### src/rtl/mo_line_scanner_if.sv
// Scanner bus: registered-read MO RAM port plus the valid/ready object record stream.
// master = scanner side, slave = RAM model / line-buffer writer side.
interface mo_line_scanner_if;
  logic [7:0] ram_a;
  logic       ram_r;
  logic [7:0] ram_d;
  logic       obj_valid;
  logic       obj_ready;
  logic [7:0] obj_code;
  logic [7:0] obj_attr;
  logic [7:0] obj_x;
  logic [3:0] obj_row;

  modport master (
    output ram_a, ram_r, obj_valid, obj_code, obj_attr, obj_x, obj_row,
    input  ram_d, obj_ready
  );

  modport slave (
    input  ram_a, ram_r, obj_valid, obj_code, obj_attr, obj_x, obj_row,
    output ram_d, obj_ready
  );
endinterface

### src/rtl/mo_line_scanner.sv
// Per-hblank MO slot scan into a small record FIFO: 2 cycles per hidden slot, 6 per visible one.
// Holds in PUSH while the FIFO is full; MO_VFLIP_EN makes attr[7] flip the output row.
module mo_line_scanner #(
  parameter int NUM_OBJ      = 64,
  parameter int OBJ_H        = 16,
  parameter int MAX_PER_LINE = 8,
  parameter int FIFO_DEPTH   = 8
) (
  input  logic       clk,
  input  logic       reset,
  input  logic       start,
  input  logic [7:0] line,
  output logic       busy,
  output logic       done,
  output logic       overflow,
  mo_line_scanner_if.master bus
);

  typedef enum logic [2:0] {IDLE, RD_Y, CHK, RD_CODE, RD_ATTR, RD_X, PUSH, DONE} state_t;

  typedef struct packed {
    logic [7:0] code;
    logic [7:0] attr;
    logic [7:0] x;
    logic [3:0] row;
  } obj_rec_t;

  localparam int PW = $clog2(FIFO_DEPTH);
  localparam int CW = $clog2(FIFO_DEPTH + 1);
  localparam logic [CW-1:0] FULL_CNT  = CW'(FIFO_DEPTH);
  localparam logic [5:0]    LAST_SLOT = 6'(NUM_OBJ - 1);
  localparam logic [7:0]    OBJ_H8    = 8'(OBJ_H);
  localparam logic [7:0]    MAX_CNT   = 8'(MAX_PER_LINE);

  state_t     state;
  logic [7:0] line_q;
  logic [5:0] slot;
  logic [3:0] diff_q;
  logic [7:0] code_q, attr_q, x_q;
  logic       push_first;
  logic [7:0] acc_cnt;

  obj_rec_t      fifo_mem [FIFO_DEPTH];
  logic [PW-1:0] rd_ptr, wr_ptr;
  logic [CW-1:0] cnt;

  logic [7:0] diff;
  logic       visible, last_slot, abort, fifo_full, push, pop;
  logic [7:0] x_now;
  logic [3:0] row_now;
  obj_rec_t   push_rec, head;

  // Modulo-256 distance makes objects straddling the top of the frame visible.
  assign diff      = line_q - bus.ram_d;
  assign visible   = diff < OBJ_H8;
  assign last_slot = (slot == LAST_SLOT);
  assign abort     = start && busy;
  assign fifo_full = (cnt == FULL_CNT);
  assign push      = (state == PUSH) && !fifo_full && !start;
  assign pop       = bus.obj_valid && bus.obj_ready;

  // X arrives on the first PUSH cycle; a stalled PUSH uses the held copy.
  assign x_now = push_first ? bus.ram_d : x_q;

`ifdef MO_VFLIP_EN
  localparam logic [3:0] ROW_MASK = 4'(OBJ_H - 1);
  assign row_now = attr_q[7] ? (~diff_q & ROW_MASK) : diff_q;
`else
  assign row_now = diff_q;
`endif

  assign push_rec = {code_q, attr_q, x_now, row_now};

  always_ff @(posedge clk) begin
    if (reset) begin
      state      <= IDLE;
      bus.ram_a  <= 8'h00;
      bus.ram_r  <= 1'b0;
      busy       <= 1'b0;
      done       <= 1'b0;
      overflow   <= 1'b0;
      line_q     <= 8'h00;
      slot       <= 6'd0;
      diff_q     <= 4'h0;
      code_q     <= 8'h00;
      attr_q     <= 8'h00;
      x_q        <= 8'h00;
      push_first <= 1'b0;
      acc_cnt    <= 8'h00;
    end else begin
      done      <= 1'b0;
      bus.ram_r <= 1'b0;
      if (start) begin
        line_q    <= line;
        slot      <= 6'd0;
        acc_cnt   <= 8'h00;
        overflow  <= 1'b0;
        busy      <= 1'b1;
        bus.ram_r <= 1'b1;
        bus.ram_a <= 8'h00;
        state     <= RD_Y;
      end else begin
        case (state)
          IDLE: ;
          RD_Y: state <= CHK;
          CHK: begin
            diff_q <= diff[3:0];
            if (visible && acc_cnt == MAX_CNT) begin
              overflow <= 1'b1;
              busy     <= 1'b0;
              done     <= 1'b1;
              state    <= DONE;
            end else if (visible) begin
              acc_cnt   <= acc_cnt + 8'd1;
              bus.ram_r <= 1'b1;
              bus.ram_a <= {slot, 2'd1};
              state     <= RD_CODE;
            end else if (last_slot) begin
              busy  <= 1'b0;
              done  <= 1'b1;
              state <= DONE;
            end else begin
              slot      <= slot + 6'd1;
              bus.ram_r <= 1'b1;
              bus.ram_a <= {slot + 6'd1, 2'd0};
              state     <= RD_Y;
            end
          end
          RD_CODE: begin
            bus.ram_r <= 1'b1;
            bus.ram_a <= {slot, 2'd2};
            state     <= RD_ATTR;
          end
          RD_ATTR: begin
            code_q    <= bus.ram_d;
            bus.ram_r <= 1'b1;
            bus.ram_a <= {slot, 2'd3};
            state     <= RD_X;
          end
          RD_X: begin
            attr_q     <= bus.ram_d;
            push_first <= 1'b1;
            state      <= PUSH;
          end
          PUSH: begin
            push_first <= 1'b0;
            if (push_first) x_q <= bus.ram_d;
            if (!fifo_full) begin
              if (last_slot) begin
                busy  <= 1'b0;
                done  <= 1'b1;
                state <= DONE;
              end else begin
                slot      <= slot + 6'd1;
                bus.ram_r <= 1'b1;
                bus.ram_a <= {slot + 6'd1, 2'd0};
                state     <= RD_Y;
              end
            end
          end
          DONE:    state <= IDLE;
          default: state <= IDLE;
        endcase
      end
    end
  end

  always_ff @(posedge clk) begin
    if (reset || abort) begin
      rd_ptr <= '0;
      wr_ptr <= '0;
      cnt    <= '0;
    end else begin
      if (push) wr_ptr <= wr_ptr + PW'(1);
      if (pop)  rd_ptr <= rd_ptr + PW'(1);
      case ({push, pop})
        2'b10:   cnt <= cnt + CW'(1);
        2'b01:   cnt <= cnt - CW'(1);
        default: ;
      endcase
    end
  end

  always_ff @(posedge clk) begin
    if (push) fifo_mem[wr_ptr] <= push_rec;
  end

  assign head          = fifo_mem[rd_ptr];
  assign bus.obj_valid = (cnt != '0);
  assign bus.obj_code  = bus.obj_valid ? head.code : 8'h00;
  assign bus.obj_attr  = bus.obj_valid ? head.attr : 8'h00;
  assign bus.obj_x     = bus.obj_valid ? head.x    : 8'h00;
  assign bus.obj_row   = bus.obj_valid ? head.row  : 4'h0;

endmodule
### src/flat_wrapper.sv
// flat-port wrapper written by rule: the top's interface ports become plain ports
module mo_line_scanner_flat 
#(
  parameter int NUM_OBJ      = 64,
  parameter int OBJ_H        = 16,
  parameter int MAX_PER_LINE = 8,
  parameter int FIFO_DEPTH   = 8
)
  (clk, reset, start, line, busy, done, overflow, bus_ram_a, bus_ram_r, bus_obj_valid, bus_obj_code, bus_obj_attr, bus_obj_x, bus_obj_row, bus_ram_d, bus_obj_ready);
  mo_line_scanner_if bus_i ();
  input  logic clk;
  input  logic reset;
  input  logic start;
  input  logic [7:0] line;
  output logic busy;
  output logic done;
  output logic overflow;
  output wire logic [$bits(bus_i.ram_a)-1:0] bus_ram_a;
  output wire logic [$bits(bus_i.ram_r)-1:0] bus_ram_r;
  output wire logic [$bits(bus_i.obj_valid)-1:0] bus_obj_valid;
  output wire logic [$bits(bus_i.obj_code)-1:0] bus_obj_code;
  output wire logic [$bits(bus_i.obj_attr)-1:0] bus_obj_attr;
  output wire logic [$bits(bus_i.obj_x)-1:0] bus_obj_x;
  output wire logic [$bits(bus_i.obj_row)-1:0] bus_obj_row;
  input wire logic [$bits(bus_i.ram_d)-1:0] bus_ram_d;
  input wire logic [$bits(bus_i.obj_ready)-1:0] bus_obj_ready;
  assign bus_ram_a = bus_i.ram_a;
  assign bus_ram_r = bus_i.ram_r;
  assign bus_obj_valid = bus_i.obj_valid;
  assign bus_obj_code = bus_i.obj_code;
  assign bus_obj_attr = bus_i.obj_attr;
  assign bus_obj_x = bus_i.obj_x;
  assign bus_obj_row = bus_i.obj_row;
  assign bus_i.ram_d = bus_ram_d;
  assign bus_i.obj_ready = bus_obj_ready;
  mo_line_scanner #(.NUM_OBJ(NUM_OBJ), .OBJ_H(OBJ_H), .MAX_PER_LINE(MAX_PER_LINE), .FIFO_DEPTH(FIFO_DEPTH)) u_core (.clk(clk), .reset(reset), .start(start), .line(line), .busy(busy), .done(done), .overflow(overflow), .bus(bus_i));
endmodule
### config.mk
export PLATFORM = sky130hd
export DESIGN_NAME = mo_line_scanner_flat
export DESIGN_NICKNAME = d
export VERILOG_FILES = /design/src/rtl/mo_line_scanner_if.sv /design/src/rtl/mo_line_scanner.sv /design/src/flat_wrapper.sv
export SDC_FILE = /design/constraint.sdc
export NUM_CORES = 1
export LEC_CHECK = 0
export CAP_MARGIN = 20
export CORE_UTILIZATION = 35
export CTS_CLUSTER_DIAMETER = 200
export DETAILED_ROUTE_END_ITERATION = 6
export SYNTH_ARGS = -nofsm -noshare
export SYNTH_HDL_FRONTEND = slang
export SYNTH_SLANG_ARGS = --single-unit
### constraint.sdc
create_clock -name clk -period 6.3 [get_ports clk]
set_input_delay 1.575 -clock clk [delete_from_list [all_inputs] [get_ports clk]]
set_output_delay 1.575 -clock clk [all_outputs]
set_load 0.01 [all_outputs]
==> results.ini <==
[run]
maxCapViolations = 0

[power_and_ir_drop]
clkPwrFrac = 0.449
p_per_area_nw_per_um2 = 277
p_sw_frac = 0.206
max-vdd-ir-drop_v = 0.000217
p_int_mw = 3.21
power_frac_seq = 0.527
p_sw_uw = 833
p_comb_frac = 0.024
power_leakage_nw = 4.59

[run_status]
outcome = finished, final reports clean

[clocking]
cts_resized = 0
cts_root_buffer = clkbuf_16
cts.reportedPaths.clkPinSlew_ns = 0.06
clock_latency_ns = 0.56
holdBufCountCts = 0
cts.sinks = 303
cts_buffer_depth = 3
post_cts.repair.setup_buffers = 0
cts_tree = built
htreeDepth = 1
cts_inserted_buffers = 31

[placed_design]
place.port_buffers = 60
place_inst = 1294
gp_congestion = 0.782
dp_hpwl_um = 15100

[timing]
drv_slew = 0
finalHoldViolCount = 0
max_slew_margin = 0.305
tightest_slew_ns = 1.04
finalSetupTns_ns = 0
rsz0062_at_grt = no
finalSetupViolCount = 0
max_freq_ghz = 0.211
finalCriticalPeriod_ns = 4.75
fin_crit_sh = 0.753
fin_skew_ns = 0.0101

[setup_path]
rr_startpoint = u_core.state[2]
cp-start-kind = flip-flop
reg2regPathDepth = 12
path_class = reg2out
path_delay_family = flip-flops
crit_cells = 5
cp-end-kind = output port
cp.buffers_inverters = 2
worstPathRequired_ns = 4.72
crit_path_top_delay_cell = dfxtp_4
reg2reg_to = u_core.cnt[3]
path_max_fanout = 47
slowest_delay_ns = 0.98
cp.arrival_ns = 3.17
reg2reg_slack_ns = 2.59
cp_cell_sequence = buf_4 > mux4_2 > mux2i_1 > nor2_1 > clkdlybuf4s50_1

[die]
io_pins = 61
start_util = 0.358
die_w_um = 190
rows = 68
die_area_um2 = 36200
core_area_um2 = 34700
die_y_um = 190

[drt]
totalWireLength_um = 26000
final_antenna_net_count = 0
drcViolationCount = 0
wire_per_inst_um = 19.2
viasPerCell = 5.07
drt-pass1-iter-count = 5
via_count = 6864
drt-initial-drc-count = 531

[synth]
post_synth_num_cell_types = 68
synth_edf_count = 224
synth_top_area_frac = 0.542
syn-cell-area_um2 = 12400
synth_cells = 806
synth_area_leaders = edfxtp_1, dfxtp_1, mux4_2
avgSynthCellArea_um2 = 15.4
synth-seq-area-share = 0.669
yosys_warnings = 0
ys.flop_type = edfxtp_1
syn_nets = 843
ys_ff_latch = 303
async_flop_share = 0
post-synth-top-count-cell = edfxtp_1
yosys.area.top_type = edfxtp_1
yosys-top-cells-count = edfxtp_1, nor2_1, dfxtp_1

[cells_and_area]
syn2layout_area_growth_pct = 17.5
diodes = 0
nFillCells = 3171
final_cells = 1353
drive_above_1_share = 0.179
finalNetCount = 910

[grt]
grt_overflow = 0
grt_use_total = 0.146
grt_max_degree = 48
antenna_found_initial = 0
grt_pass1_wl_um = 40900
grt_pass1_vias = 6969

[hold_path]
hold_class = reg2reg
min_path_cells = 2
min-delay-start = u_core.overflow
hold_path_end = u_core.overflow

[layout by cell type (no fill, tap or decap), types with 3 or more instances in the layout]
cell type | synthesis | routed
dfxtp_1 | 79 | 76
inv_1 | 27 | 27
xor2_1 | 11 | 11
mux4_2 | 56 | 56
buf_4 | 0 | 13
a211oi_1 | 5 | 5
nor3_2 | 0 | 3
mux2i_1 | 53 | 53
clkinv_1 | 0 | 4
a31oi_1 | 3 | 3
clkbuf_1 | 24 | 3
nor3b_2 | 1 | 3
mux2_2 | 8 | 8
and3_1 | 7 | 7
clkbuf_8 | 3 | 6
nand4_1 | 4 | 4
clkdlybuf4s50_1 | 0 | 59
ha_1 | 15 | 15
nor3_1 | 10 | 7
and4_1 | 3 | 3
clkbuf_16 | 0 | 32
a21o_1 | 3 | 3
o21ai_0 | 5 | 5
nand2_1 | 56 | 56
clkinv_2 | 0 | 5
clkinvlp_4 | 0 | 3
nand2b_1 | 4 | 4
xnor2_1 | 8 | 8
edfxtp_1 | 224 | 224
a21oi_1 | 34 | 34
nor2_1 | 80 | 79
nand3_1 | 16 | 16
or3_1 | 5 | 5
[area by class of cell]
type                       instances  area, µm²  area share
multi-input combinational        435       3840       0.264
clock buffer                      41        895      0.0613
clock inverter                    17        135     0.00927
tap                              455        569      0.0390
inverter                          28        105     0.00721
timing repair buffer              74        721      0.0494
sequential                       303       8310       0.570
[metrics by stage]
stage	worst slack [ns]	power, mW	instance area (µm²)	hold slack (ns)	utilization
after global placement	1.40	2.27	13500	0.440	0.390
after global routing	1.28	4.16	14600	0.481	0.420
final	1.55	4.04	14600	0.455	0.420
after CTS	1.43	4.08	14600	0.461	0.419
after floorplan	0.273	2.24	12400	0.452	-
after detailed placement	1.32	2.27	13500	0.444	0.390
[worst max-delay path by stage]
stage	endpoint
floorplan	u_core.fifo_mem[1][0]
global placement	u_core.cnt[3]
detailed placement	u_core.cnt[3]
CTS	bus_obj_code[1]
global route	bus_obj_code[2]
finish	bus_obj_code[1]
[power by group through the flow]
stage / registers (mW) / clock network, mW / logic [mW]
floorplan: 2.17 / 0 / 0.0680
global placement: 2.17 / 0 / 0.0962
detailed placement: 2.17 / 0 / 0.0971
CTS: 2.13 / 1.85 / 0.0974
global route: 2.13 / 1.92 / 0.106
finish: 2.13 / 1.81 / 0.0968
[state kept, by name, indices dropped and copies added, names as in the netlist, 3 cells and up, named ones only]
name              cells
u_core.code_q         8
u_core.x_q            8
u_core.line_q         8
u_core.slot           6
u_core.acc_cnt        8
u_core.attr_q         8
u_core.rd_ptr         3
u_core.state          3
u_core.cnt            4
u_core.bus.ram_a      8
u_core.fifo_mem     224
u_core.diff_q         4
u_core.wr_ptr         3
[metal layers]
metal / vias to the layer above / wire [µm] / global-route usage
met5: - / 0 / 0
met4: 0 / 362 / 0.0271
met3: 30 / 1110 / 0.0213
met2: 141 / 12200 / 0.239
met1: 3486 / 12300 / 0.208
li1: 3207 / - / -
[cell families (layout without fill, tap and decap cells)]
family          Yosys count  after routing  synth area share
mux                     117            117             0.152
xor+xnor                 19             19            0.0134
buf+inv                  68            160            0.0251
flops                   303            303             0.669
compound gates           77             77            0.0445
fa+ha+maj                17             17            0.0183
simple gates            205            205            0.0777
[worst min-delay path, stage by stage (launching register included)]
cell and delay [ns]:
dfxtp_1 0.31, inv_1 0.05, a21oi_1 0.05
Note: power is estimated with default switching activity, not from simulation.
